### config.mk
export PLATFORM = sky130hd
export DESIGN_NAME = fifo_rd_skid_flat
export DESIGN_NICKNAME = d
export VERILOG_FILES = /design/src/rtl/fifo_rd_skid_if.sv /design/src/rtl/fifo_rd_skid.sv /design/src/flat_wrapper.sv
export SDC_FILE = /design/constraint.sdc
export NUM_CORES = 1
export LEC_CHECK = 0
export ABC_AREA = 1
export BUFFER_PORTS_ARGS = -buffer_cell sky130_fd_sc_hd__buf_2
export CAP_MARGIN = 10
export CORE_MARGIN = 1
export CORE_UTILIZATION = 40
export DETAILED_ROUTE_END_ITERATION = 16
export GPL_TIMING_DRIVEN = 0
export RECOVER_POWER = 50
export SYNTH_ARGS = -nofsm -noshare
export SYNTH_HDL_FRONTEND = slang
export SYNTH_SLANG_ARGS = --single-unit
### constraint.sdc
create_clock -name rclk -period 1.6 [get_ports rclk]
set_input_delay 0 -clock rclk [delete_from_list [all_inputs] [get_ports rclk]]
set_output_delay 0 -clock rclk [all_outputs]
set_load 0.01 [all_outputs]
### src/rtl/fifo_rd_skid_if.sv
// rtl/fifo_rd_skid_if.sv - FIFO read port and output stream bundle for fifo_rd_skid
interface fifo_rd_skid_if #(
    parameter int DSIZE = 8
);
    logic [DSIZE-1:0] fifo_rdata;
    logic             fifo_rempty;
    logic             fifo_rinc;
    logic [DSIZE-1:0] m_data;
    logic             m_valid;
    logic             m_ready;

    // master: the skid adapter (pops the FIFO, drives the stream)
    modport master (
        input  fifo_rdata,
        input  fifo_rempty,
        input  m_ready,
        output fifo_rinc,
        output m_data,
        output m_valid
    );

    // slave: the FIFO read side plus the stream consumer
    modport slave (
        output fifo_rdata,
        output fifo_rempty,
        output m_ready,
        input  fifo_rinc,
        input  m_data,
        input  m_valid
    );
endinterface

### src/rtl/fifo_rd_skid.sv
// rtl/fifo_rd_skid.sv - two-entry skid adapter from FIFO read port to valid/ready stream; FIFO_RD_CNT_EN adds xfer_cnt
module fifo_rd_skid #(
    parameter int DSIZE = 8
) (
    input  logic           rclk,
    input  logic           rrst_n,
    fifo_rd_skid_if.master bus
`ifdef FIFO_RD_CNT_EN
    ,
    output logic [15:0]    xfer_cnt
`endif
);
    typedef enum logic [1:0] {
        S_EMPTY = 2'd0,
        S_ONE   = 2'd1,
        S_TWO   = 2'd2
    } state_e;

    state_e           state_q, state_d;
    logic [DSIZE-1:0] out_q, out_d;
    logic [DSIZE-1:0] skid_q, skid_d;
    logic             pop;
    logic             take;

    // Pop and valid decode only registered state, so m_ready never reaches fifo_rinc.
    assign pop         = !bus.fifo_rempty && ((state_q == S_EMPTY) || (state_q == S_ONE));
    assign bus.m_valid = (state_q == S_ONE) || (state_q == S_TWO);
    assign take        = bus.m_valid && bus.m_ready;

    assign bus.fifo_rinc = pop;
    assign bus.m_data    = out_q;

    always_comb begin
        state_d = state_q;
        out_d   = out_q;
        skid_d  = skid_q;
        case (state_q)
            S_EMPTY: begin
                if (pop) begin
                    out_d   = bus.fifo_rdata;
                    state_d = S_ONE;
                end
            end
            S_ONE: begin
                if (pop && take) begin
                    out_d = bus.fifo_rdata;
                end else if (pop) begin
                    skid_d  = bus.fifo_rdata;
                    state_d = S_TWO;
                end else if (take) begin
                    state_d = S_EMPTY;
                end
            end
            S_TWO: begin
                if (take) begin
                    out_d   = skid_q;
                    state_d = S_ONE;
                end
            end
            default: state_d = S_EMPTY;
        endcase
    end

    always_ff @(posedge rclk or negedge rrst_n) begin
        if (!rrst_n) begin
            state_q <= S_EMPTY;
            out_q   <= '0;
            skid_q  <= '0;
        end else begin
            state_q <= state_d;
            out_q   <= out_d;
            skid_q  <= skid_d;
        end
    end

`ifdef FIFO_RD_CNT_EN
    logic [15:0] cnt_q, cnt_d;

    assign cnt_d = take ? cnt_q + 16'd1 : cnt_q;

    always_ff @(posedge rclk or negedge rrst_n) begin
        if (!rrst_n) begin
            cnt_q <= 16'd0;
        end else begin
            cnt_q <= cnt_d;
        end
    end

    assign xfer_cnt = cnt_q;
`endif

endmodule
### src/flat_wrapper.sv
// flat-port wrapper written by rule: the top's interface ports become plain ports
module fifo_rd_skid_flat 
#(
    parameter int DSIZE = 8
)
  (rclk, rrst_n, bus_fifo_rdata, bus_fifo_rempty, bus_m_ready, bus_fifo_rinc, bus_m_data, bus_m_valid);
  fifo_rd_skid_if #(.DSIZE(DSIZE)) bus_i ();
  input  logic rclk;
  input  logic rrst_n;
  input wire logic [$bits(bus_i.fifo_rdata)-1:0] bus_fifo_rdata;
  input wire logic [$bits(bus_i.fifo_rempty)-1:0] bus_fifo_rempty;
  input wire logic [$bits(bus_i.m_ready)-1:0] bus_m_ready;
  output wire logic [$bits(bus_i.fifo_rinc)-1:0] bus_fifo_rinc;
  output wire logic [$bits(bus_i.m_data)-1:0] bus_m_data;
  output wire logic [$bits(bus_i.m_valid)-1:0] bus_m_valid;
  assign bus_i.fifo_rdata = bus_fifo_rdata;
  assign bus_i.fifo_rempty = bus_fifo_rempty;
  assign bus_i.m_ready = bus_m_ready;
  assign bus_fifo_rinc = bus_i.fifo_rinc;
  assign bus_m_data = bus_i.m_data;
  assign bus_m_valid = bus_i.m_valid;
  fifo_rd_skid #(.DSIZE(DSIZE)) u_core (.rclk(rclk), .rrst_n(rrst_n), .bus(bus_i));
endmodule
[Yosys cells after proc, flatten, opt, wreduce, memory -nomap -nowiden]
Cells that the tools add are included.
Cells by class
  reductions and logical operators: 11
  equal/unequal tests: 7
  muxes and demuxes: 10
  bitwise logic cells: 1
Operator list (number)
  $mux W8: 3
  $pmux W8 S3: 1
  $mux W2: 5
  $reduce_and A4 Y1: 2
  $pmux W2 S3: 1
  $ne A2 B1 Y1 const B: 2
  $ne A2 B2 Y1 const B: 2
  $logic_and A1 B1 Y1: 3
  $ne A3 B1 Y1 const B: 1
  $reduce_and A3 Y1: 1
  $reduce_bool A3 Y1: 1
  $eq A2 B1 Y1 const B: 1
  $eq A2 B2 Y1 const B: 1
  $logic_not A2 Y1: 1
  $logic_or A1 B1 Y1: 2
  $logic_not A1 Y1: 1
  $not A1 Y1: 1
Storage, ports and cells
  input bits: 12
  register bits after elaboration: 18
  logic and storage cells: 32
  output and inout port bits: 10

[Logic depth before layout (Yosys ltp)]
Gate-level depths: netlist of run 1.
  depth in word-level cells: 7
  gate-level depth with buffers: 9
  depth with buffers taken out: 9

[Worst setup path after synthesis of run 1]
Ideal clock, no wire load.
  kind: reg2reg
  from: register u_core.state_q[0]
  to: register u_core.state_q[1]
  library setup time: 65 ps
  data required time: 1535 ps
  clock period less this slack: 1414 ps
  cell stages (with the launch flop): 7
  setup slack: 186 ps
  path buffers: 0
  data arrival time: 1349 ps
  cells stage by stage: dfrtp_1 -> inv_1 -> ha_1 -> nand2_1 -> nand3_2 -> or2_2 -> nand2_1
On the way
  cells in the longest elaborated chain, start to end: 6
  elaborated cells between the ends (all ways): 16
  classes of those cells: eq/ne (6); mux (3); reduce/logical (7)
RTL lines
  from (decl): RTL line fifo_rd_skid.sv:19  | state_e state_q, state_d;
  from (signal assigned): RTL line fifo_rd_skid.sv:70  | state_q <= state_d;
  $eq A2 B1 Y1 / $eq A2 B2 Y1 (equally long branches): RTL line fifo_rd_skid.sv:27  | assign bus.m_valid = (state_q == S_ONE) || (state_q == S_TWO);
  $logic_or A1 B1 Y1 *: RTL line fifo_rd_skid.sv:27
  net bus_m_valid: RTL line flat_wrapper.sv:15  | output wire logic [$bits(bus_i.m_valid)-1:0] bus_m_valid;
  $logic_and A1 B1 Y1 *: RTL line fifo_rd_skid.sv:28  | assign take = bus.m_valid && bus.m_ready;
  $logic_and A1 B1 Y1: RTL line fifo_rd_skid.sv:45  | if (pop && take) begin
  $ne A2 B2 Y1 (no source line)
  $reduce_and A4 Y1 (no source line) *
Mark *: on every way through the listed nets, which the timed path passes. The rest lies on a longest branch. The select of a mux whose other input is x is not followed.
A chain may end at the register's enable or synchronous reset.

[Final worst setup path of run 1]
  from: register u_core.state_q[1]
  to: register u_core.out_q[7] (netlist: u_core.bus.m_data[7])
On the way
  cells in the longest elaborated chain, start to end: 6
  elaborated cells between the ends (all ways): 14
  classes of those cells: eq/ne (5); mux (1); reduce/logical (8)
RTL lines
  $eq A2 B1 Y1, or another cell as far along: RTL line fifo_rd_skid.sv:26, fifo_rd_skid.sv:27, fifo_rd_skid.sv:37
  $logic_or A1 B1 Y1, on equally long branches: RTL line fifo_rd_skid.sv:26, fifo_rd_skid.sv:27
  $logic_and A1 B1 Y1, on equally long branches: RTL line fifo_rd_skid.sv:26, fifo_rd_skid.sv:28
  $logic_and A1 B1 Y1: RTL line fifo_rd_skid.sv:45
  $ne A2 B2 Y1 (no source line)
  $reduce_and A4 Y1 (no source line)
  to (signal assigned): RTL line fifo_rd_skid.sv:71  | out_q <= out_d;
  to (decl): RTL line fifo_rd_skid.sv:20  | logic [DSIZE-1:0] out_q, out_d;
Several ways; a longest one is shown, not always the timed one.

==> results of run 1 <==
report_power, final:
group          internal [W]  switching [W]  total, W
clock              0.000139       0.000147  0.000286
sequential         0.000682       0.000115  0.000797
combinational      0.000517       0.000799   0.00132
layout make-up:
class | instances | area (sq um) | share of cell area, %
plain buffers | 2 | 12.51 | 0.9990
well taps | 28 | 35.03 | 2.797
multi-input cells | 85 | 454.2 | 36.26
flip-flops and latches | 18 | 450.4 | 35.96
repair buffers | 32 | 207.7 | 16.58
clock buffers | 4 | 36.28 | 2.897
inverters | 15 | 56.30 | 4.496
state kept, by name (all words and copies together), names as in the netlist:
register and cells:
u_core.skid_q 8, u_core.bus.m_data 8, u_core.state_q 2
worst max path at each step:
stage                            from                   end  slack, ns
floorplan           u_core.state_q[0]     u_core.state_q[1]       0.19
global placement    u_core.state_q[0]  u_core.bus.m_data[0]      0.001
detailed placement  u_core.state_q[0]  u_core.bus.m_data[0]      -0.04
CTS                 u_core.state_q[0]  u_core.bus.m_data[7]       0.04
global route        u_core.state_q[0]  u_core.bus.m_data[5]      -0.01
finish              u_core.state_q[1]  u_core.bus.m_data[7]       0.10
repair_timing:
item | CTS | global route
hold buffers | 9 | 0
hold endpoints to repair | 26 | 0
gates cloned | 0 | 1
setup buffers | 0 | 2
pin swaps | 0 | 1
endpoints found under the setup margin | 6 | 18
resized for setup | 1 | 9
kinds of logic (layout without fill, tap and decap cells):
group | count (synthesis) | after routing | share of synthesized area, %
AOI/OAI and AO/OA | 18 | 18 | 9.921
adders and majority gates | 4 | 4 | 5.291
buffers and inverters | 18 | 53 | 7.407
and+or+nand+nor | 62 | 63 | 29.76
DFF | 18 | 18 | 47.62
layout by cell type, fill, tap and decap left out, drive strengths merged:
| cell | instances |
|---|---|
| o21ai | 18 |
| nor2 | 5 |
| dlygate4sd3 | 9 |
| clkbuf | 8 |
| or2 | 1 |
| nand4 | 1 |
| inv | 15 |
| nand3 | 11 |
| dfrtp | 18 |
| buf | 21 |
| nand2 | 45 |
| ha | 4 |
worst reg2reg max path, delay by kind of cell (launching register included):
family          cells  cell delay, ns
flops               1            0.43
simple gates        4            0.41
buf+inv             2            0.26
fa+ha+maj           1            0.22
compound gates      1            0.08
stage by stage:
step                      power [W]  instances
final                      0.002399        184
after global routing       0.002628        184
after CTS                  0.002299        182
after detailed placement   0.001999        169
after global placement     0.001958        169
after floorplan            0.001662        120
metal layers:
layer  up-vias  GRT usage (%)
li1        449              -
met1       389          24.10
met2        20          28.00
met3         4          1.818
met4         0          8.333
met5         -              0
synthesized netlist by cell type:
cell type,instances
nor2_1,3
nor2_4,1
nand2_1,42
o21ai_0,17
nand3_1,10
ha_1,4
nand4_1,1
buf_2,2
or2_2,1
clkbuf_1,1
dfrtp_1,18
nand2_2,1
o21ai_2,1
nand3_2,1
nand2_4,2
inv_1,15
==> flow_summary.yaml, run 1 <==
power_and_ir_drop:
  power_density_nw_per_um2: 1915
  vdd_drop_max_mv: 1.164
  total_leakage_power_nw: 0.6602
worst_setup_path:
  r2r_start: "u_core.state_q[1]"
  critical_path.top_delay_family: "flip-flops"
  cp.required_ns: 1.80
  critPathBufInv: 2
  slowest_stage: "dfrtp_1"
  path_max_fanout: 9
  cp-end-kind: "register"
  critPathMostFrequentCell: "nand2_1"
  r2r_end: "u_core.bus.m_data[7]"
  r2r_slack_ns: 0.10
  cpPeakStageDelay_ns: 0.43
  critical_path_arrival_ns: 1.70
  crit_cells: 8
  path_class: "reg2reg"
  path_cells: "buf_4 -> ha_2 -> inv_1 -> o21ai_4 -> nor2_4 -> nand2_4 -> nand2_1 -> nand2_1"
  worstSetupStartpointType: "register"
  worstRegToRegCells: 8
synth:
  netlist_instances: 120
  yosysTopAreaCellShare_pct: 47.62
  synth-seq-cells: 18
  synth.area.top_cells: "dfrtp_1, nand2_1, o21ai_0"
  synth_largest_area_cell: "dfrtp_1"
  synth_warnings: 0
  yosysUniqueCellTypes: 16
  yosysSeqAreaShare_pct: 47.62
  synth_area_per_cell_sq_um: 7.883
  syn_nets: 136
  syn_area_sq_um: 945.9
timing:
  setup_viol: 0
  finalMaxSlewViolations: 0
  setup_ws_ns: 0.1001
  max_slew_margin_pct: 37.79
  tightest_slew_ns: 0.9332
  hold_ws_ns: 0.1683
  period_minus_slack_ns: 1.500
  rsz0062_at_grt: "yes"
  hold_violations: 0
  finalSetupTns_ns: 0
  max_clock_freq_mhz: 666.7
  finalCritPeriodShare_pct: 93.74
  fin_skew_ns: 0.003161
route:
  num_vias: 862
  avgRoutedWirePerCell_um: 10.88
  ant_nets: 0
  firstDrtPassIters: 4
  wl_mm: 2.002
  wl_met3_um: 61
  drt_iter0_drc: 11
  drt-met1-wl_um: 996
  highest_layer: "met4"
  drc: 0
  viasPerCell: 4.685
  route.met2.wl_um: 911
placed_design:
  post-place-ws_ns: -0.04185
  hpwl_mm: 1.399
  io_buffers: 21
  gp_congestion: 0.7298
  placed_cell_area_sq_um: 1086
cells_and_area:
  diodes: 0
  layout-drive-gt1-share_pct: 25.00
  layout.nets: 173
  n_fill_cell: 220
  utilization_pct: 56.62
  syn_to_final_growth_pct: 32.41
  finalInstanceArea_sq_um: 1252
worst_hold_path:
  holdPathEnd: "u_core.skid_q[2]"
  hold_path.class: "in2reg"
  hold_depth: 5
  hp-start: "bus_m_ready"
global_routing:
  grt_max_degree: 19
  grt_usage_pct: 17.70
  antenna_found_initial: 0
  grt_overflow: 0
  grt_pass1_wl_mm: 3.484
  grt_pass1_vias: 825
cts:
  clk_pin_slew_ns: 0.11
  root_buffer: "clkbuf_4"
  numCtsBuffers: 3
  insertion_delay_ns: 0.30
  cts_buffer_depth: 2
  htree_levels: 1
  cts_sinks: 18
  cts_tree: "yes"
floorplan:
  std_cell_rows: 17
  start_util_pct: 42.76
  coreArea_sq_um: 2212
  die_w_um: 50.63
  dieArea_sq_um: 2563
  fp.dieH_um: 50.63
  io_pins: 22
run_status:
  status: "completed"
run:
  cap_violations: 0
Power figures use the tool's default switching activity.
==> run 2: changes to the inputs <==
--- a/config.mk
+++ b/config.mk
@@ -5,7 +5,6 @@
 export SDC_FILE = /design/constraint.sdc
 export NUM_CORES = 1
 export LEC_CHECK = 0
-export ABC_AREA = 1
 export BUFFER_PORTS_ARGS = -buffer_cell sky130_fd_sc_hd__buf_2
 export CAP_MARGIN = 10
 export CORE_MARGIN = 1
==> flow_summary.yaml, run 2 <==
synth:
  synth.area.top_cells: "dfrtp_1, mux2i_1, mux2_2"
  netlist_instances: 74
  synth_common_cells: "dfrtp_1, nor2_1, mux2i_1"
  synth_area_per_cell_sq_um: 12.00
  synth_edf_count: 0
  yosysSeqAreaShare_pct: 50.70
  syn_nets: 90
  post-synth-top-count-cell: "dfrtp_1"
  synth-seq-cells: 18
  yosysUniqueCellTypes: 19
  synth_largest_area_cell: "dfrtp_1"
  synthArstFlopShare_pct: 100.0
  synth_warnings: 0
  syn_area_sq_um: 888.4
  synth_ff_type: "dfrtp_1"
  yosysTopAreaCellShare_pct: 50.70
cts:
  clk_pin_slew_ns: 0.09
  cts_tree: "yes"
  cts_sinks: 18
  cts_buffer_depth: 2
  numCtsBuffers: 3
  insertion_delay_ns: 0.28
  htree_levels: 1
  root_buffer: "clkbuf_4"
route:
  drc: 0
  num_vias: 715
  firstDrtPassIters: 2
  avgRoutedWirePerCell_um: 13.60
  wl_mm: 1.958
  ant_nets: 0
  drt_iter0_drc: 2
  viasPerCell: 4.965
floorplan:
  dieArea_sq_um: 2413
  start_util_pct: 43.94
  coreArea_sq_um: 2022
  std_cell_rows: 16
  io_pins: 22
  fp.dieH_um: 49.13
  die_w_um: 49.13
timing:
  period_minus_slack_ns: 1.746
  finalCritPeriodShare_pct: 109.1
  tightest_slew_ns: 0.9815
  hold_violations: 0
  fin_skew_ns: 0.002731
  max_slew_margin_pct: 34.57
  rsz0062_at_grt: "yes"
  setup_ws_ns: -0.1462
  finalMaxSlewViolations: 0
  max_clock_freq_mhz: 572.7
  setup_viol: 8
global_routing:
  grt_max_degree: 19
  antenna_found_initial: 0
  grt_usage_pct: 17.02
  grt_overflow: 0
  grt_pass1_wl_mm: 3.084
  grt_pass1_vias: 684
power_and_ir_drop:
  power_density_nw_per_um2: 1963
  p_seq_share_pct: 31.9
  p_sw_w: 0.0009705
  share_comb_of_total_power_pct: 59.6
  total_leakage_power_nw: 0.5653
  p_int_w: 0.001557
  p_sw_share_pct: 38.40
  vdd_drop_max_mv: 0.9116
  finalPower_w: 0.002527
  p_clk_share_pct: 8.5
cells_and_area:
  n_fill_cell: 175
  syn_to_final_growth_pct: 44.93
  layout-drive-gt1-share_pct: 53.85
  final_common_cell: "buf_2"
  layout_common_cells: "buf_2, dfrtp_1, mux2i_1, dlygate4sd3_1"
  layout.nets: 135
  diodes: 0
worst_setup_path:
  r2r_start: "u_core.state_q[0]"
  critical_path.top_delay_family: "compound AO/OA/AOI/OAI gates"
  path_max_fanout: 5
  cp-end-kind: "register"
  critPathLaunch: "u_core.state_q[0]"
  cpPeakStageDelay_ns: 0.40
  slowest_stage: "a2111oi_4"
  path_cells: "inv_2 -> ha_4 -> nand3b_1 -> a2111oi_4 -> buf_4 -> buf_6 -> nor2_2 -> a21oi_2"
  worstSetupStartpointType: "register"
  cp.required_ns: 1.82
  path_class: "reg2reg"
  critical_path_arrival_ns: 1.96
  critPathBufInv: 3
placed_design:
  io_buffers: 21
  gp_congestion: 0.7477
  post-place-ws_ns: -0.2612
  hpwl_mm: 1.216
worst_hold_path:
  hold_path.class: "in2reg"
  hp-start: "bus_m_ready"
run_status:
  violations: "negative setup slack"
  status: "finished, violations left"
run:
  cap_violations: 0
==> run 2: kinds of logic after synthesis <==
| logic type | share of synthesized area (%) |
|---|---|
| AOI/OAI and AO/OA | 12.54 |
| adders and majority gates | 5.634 |
| buffers and inverters | 3.098 |
| DFF | 50.70 |
| muxes | 20.28 |
| and+or+nand+nor | 7.747 |
==> run 2: metrics by stage <==
stage	std cells	hold slack [ns]	TNS (ns)	utilization [%]	area, sq um
floorplan	74	-0.2956	-0.5501	-	905.9
global placement	122	-0.04937	-2.697	51.67	1045
detailed placement	122	-0.04721	-3.057	51.67	1045
CTS	141	0.1736	-1.062	60.46	1222
global route	144	0.2327	-1.782	63.68	1287
finish	144	0.2164	-0.9547	63.68	1287
==> run 2: repair_timing <==
action,CTS,global route
gates cloned,1,1
pin swaps,2,2
gates resized for setup,5,13
hold buffers,9,0
buffers inserted,6,2
hold endpoints to repair,26,0
setup endpoints to repair,18,17
==> run 2: power groups by stage <==
stage / combinational, W / sequential, W / clock, W
2_1_floorplan: 0.000791 / 0.000855 / 0
3_3_place_gp: 0.00110 / 0.000811 / 0
3_5_place_dp: 0.00114 / 0.000822 / 0
4_1_cts: 0.00132 / 0.000805 / 0.000227
5_1_grt: 0.00165 / 0.000826 / 0.000243
6_report: 0.00151 / 0.000806 / 0.000215
==> run 2: cell type report <==
type	instances	area, sq um	share of cell area [%]
Tap cell	27	33.78	2.624
Timing Repair Buffer	39	265.3	20.60
Multi-Input combinational cell	52	481.7	37.42
Sequential cell	18	450.4	34.99
Buffer	2	22.52	1.749
Inverter	3	11.26	0.8746
Clock buffer	3	22.52	1.749
==> run 2: per-layer routing <==
| metal | routed length [um] | part of all wire, % | global-route usage (%) | vias to the layer above |
|---|---|---|---|---|
| met5 | 0 | 0 | 0 | - |
| met2 | 991 | 51 | 31.05 | 14 |
| met1 | 891 | 46 | 19.64 | 349 |
| li1 | - | - | - | 350 |
| met3 | 62 | 3.2 | 2.181 | 2 |
| met4 | 12 | 0.61 | 7.353 | 0 |
==> run 2: worst paths after layout <==
path	end	slack, ns	depth (start not counted)
max	u_core.bus.m_data[3]	-0.15	8
min	u_core.state_q[1]	0.22	4
max reg2reg	u_core.bus.m_data[3]	-0.15	8
min reg2reg	u_core.skid_q[0]	0.52	1
max in group asynchronous	u_core.bus.m_data[2]	0.62	2
min in group asynchronous	u_core.skid_q[4]	0.39	2
==> run 2: tightest hold or removal path, cell delays in order <==
cell and delay, ns:
buf_2 0.12, nand2_2 0.10, nand3_2 0.14, o22ai_1 0.09
==> run 3: changes to the inputs <==
--- a/config.mk
+++ b/config.mk
@@ -8,9 +8,10 @@
 export BUFFER_PORTS_ARGS = -buffer_cell sky130_fd_sc_hd__buf_2
 export CAP_MARGIN = 10
 export CORE_MARGIN = 1
-export CORE_UTILIZATION = 40
+export CORE_UTILIZATION = 50
 export DETAILED_ROUTE_END_ITERATION = 16
 export GPL_TIMING_DRIVEN = 0
+export PLACE_DENSITY = 0.76
 export RECOVER_POWER = 50
 export SYNTH_ARGS = -nofsm -noshare
 export SYNTH_HDL_FRONTEND = slang
==> flow_summary.yaml, run 3 (synthesis gave the netlist of run 2 again) <==
floorplan:
  io_pins: 22
  coreArea_sq_um: 1577
  dieArea_sq_um: 1949
  start_util_pct: 56.35
  die_w_um: 44.15
  fp.dieH_um: 44.15
  std_cell_rows: 14
timing:
  setup_viol: 8
  tightest_slew_ns: 0.9390
  max_slew_margin_pct: 37.40
  fin_skew_ns: 0.005615
  hold_violations: 0
  setup_ws_ns: -0.1130
  finalCritPeriodShare_pct: 107.1
  period_minus_slack_ns: 1.713
  finalMaxSlewViolations: 0
  rsz0062_at_grt: "yes"
  max_clock_freq_mhz: 583.8
route:
  drc: 0
  drt_iter0_drc: 5
  viasPerCell: 5.252
  wl_mm: 1.865
  num_vias: 688
  avgRoutedWirePerCell_um: 14.24
  ant_nets: 0
  firstDrtPassIters: 6
cts:
  htree_levels: 1
  cts_buffer_depth: 2
  numCtsBuffers: 3
  cts_tree: "yes"
  clk_pin_slew_ns: 0.10
  insertion_delay_ns: 0.28
  root_buffer: "clkbuf_4"
  cts_sinks: 18
global_routing:
  antenna_found_initial: 0
  grt_pass1_vias: 761
  grt_usage_pct: 22.76
  grt_pass1_wl_mm: 3.222
  grt_max_degree: 19
  grt_overflow: 0
cells_and_area:
  layout-drive-gt1-share_pct: 54.78
  layout.nets: 132
  syn_to_final_growth_pct: 41.83
  final_common_cell: "buf_2"
  utilization_pct: 79.92
  n_fill_cell: 103
  layout_common_cells: "buf_2, dfrtp_1, mux2i_1, dlygate4sd3_1"
  diodes: 0
placed_design:
  gp_congestion: 0.8118
  hpwl_mm: 1.249
  io_buffers: 21
worst_setup_path:
  worstRegToRegCells: 7
  worstSetupStartpointType: "register"
  cp-end-kind: "register"
  path_class: "reg2reg"
  cp.required_ns: 1.81
  path_max_fanout: 3
  r2r_end: "u_core.bus.m_data[0]"
  cpPeakStageDelay_ns: 0.40
  slowest_stage: "dfrtp_1"
  r2r_slack_ns: -0.11
  path_cells: "inv_2 -> ha_4 -> nand3b_1 -> a2111oi_4 -> buf_4 -> nor2_2 -> a21oi_2"
  r2r_start: "u_core.state_q[1]"
  critical_path_arrival_ns: 1.93
run_status:
  status: "finished, violations left"
  violations: "negative setup slack"
power_and_ir_drop:
  finalPower_w: 0.002521
  power_density_nw_per_um2: 2001
  vdd_drop_max_mv: 1.328
  total_leakage_power_nw: 0.5583
worst_hold_path:
  hold_depth: 4
  hp-start: "bus_m_ready"
  holdPathEnd: "u_core.state_q[0]"
  hold_path.class: "in2reg"
run:
  cap_violations: 0
run 3: changes by cell type in the layout (fill, tap and decap cells not counted):
cell | previous run | this run
nor2_1 | 8 | 2
nor2_2 | 2 | 8
buf_6 | 3 | 1
a21oi_1 | 3 | 4
a21oi_2 | 7 | 6
and2b_1 | 0 | 1
and2b_2 | 1 | 0
clkbuf_8 | 0 | 1
ha_1 | 1 | 2
ha_2 | 2 | 1
nand2_1 | 0 | 1
nand2_2 | 1 | 0
nand3_2 | 1 | 0
run 3: worst max path at each step:
| stage | start | endpoint | slack [ns] |
|---|---|---|---|
| after detailed placement | u_core.state_q[0] | u_core.bus.m_data[4] | -0.23 |
| final | u_core.state_q[1] | u_core.bus.m_data[0] | -0.11 |
| after floorplan | u_core.state_q[0] | u_core.bus.m_data[3] | -0.08 |
| after global placement | u_core.state_q[0] | u_core.bus.m_data[4] | -0.21 |
| after CTS | u_core.state_q[1] | u_core.bus.m_data[7] | -0.14 |
| after global routing | u_core.state_q[1] | u_core.bus.m_data[2] | -0.19 |
run 3: repair_timing:
item / CTS / global route
gates resized for setup: 8 / 9
pin swaps: 4 / 3
setup buffers: 8 / 0
hold buffers: 9 / 0
hold endpoints to repair: 26 / 0
setup endpoints to repair: 18 / 19
run 3: per-stage QoR:
stage / hold slack [ns] / instances / TNS [ns] / area (sq um) / worst slack [ns]
after floorplan: -0.2956 / 74 / -0.5501 / 905.9 / -0.07830
after global placement: -0.05123 / 111 / -2.076 / 1031 / -0.2053
after detailed placement: -0.05594 / 111 / -2.555 / 1031 / -0.2256
after CTS: 0.1744 / 132 / -1.022 / 1245 / -0.1409
after global routing: 0.2365 / 131 / -1.634 / 1260 / -0.1947
final: 0.2152 / 131 / -0.7442 / 1260 / -0.1130
run 3: report_power, final:
part           leakage [nW]  total, W  switching (W)  internal, W
sequential            0.209  0.000825       0.000135     0.000690
clock                0.0210  0.000269       0.000131     0.000138
combinational         0.328   0.00143       0.000709     0.000717
run 3: worst max-delay path: cells and delay by family (launching register included):
family,cells,cell delay (ns)
AOI/OAI and AO/OA,2,0.52
adders and majority gates,1,0.26
buffers and inverters,2,0.28
DFF,1,0.40
and+or+nand+nor,2,0.19
run 3: routing by layer:
layer | wire (um) | vias up | global-route usage, % | share of wire (%)
met2 | 1053 | 13 | 45.59 | 56
met3 | 50 | 2 | 2.449 | 2.7
met5 | 0 | - | 0 | 0
li1 | - | 342 | - | -
met4 | 9 | 0 | 6.667 | 0.48
met1 | 751 | 331 | 24.59 | 40
run 3: area by class of cell:
class	instances	area, sq um	area share, %
tap	16	20.02	1.589
inverter	3	11.26	0.8937
clock buffer	4	36.28	2.880
multi-input combinational	51	476.7	37.84
sequential	18	450.4	35.75
timing repair buffer	37	246.5	19.56
buffer	2	18.77	1.490
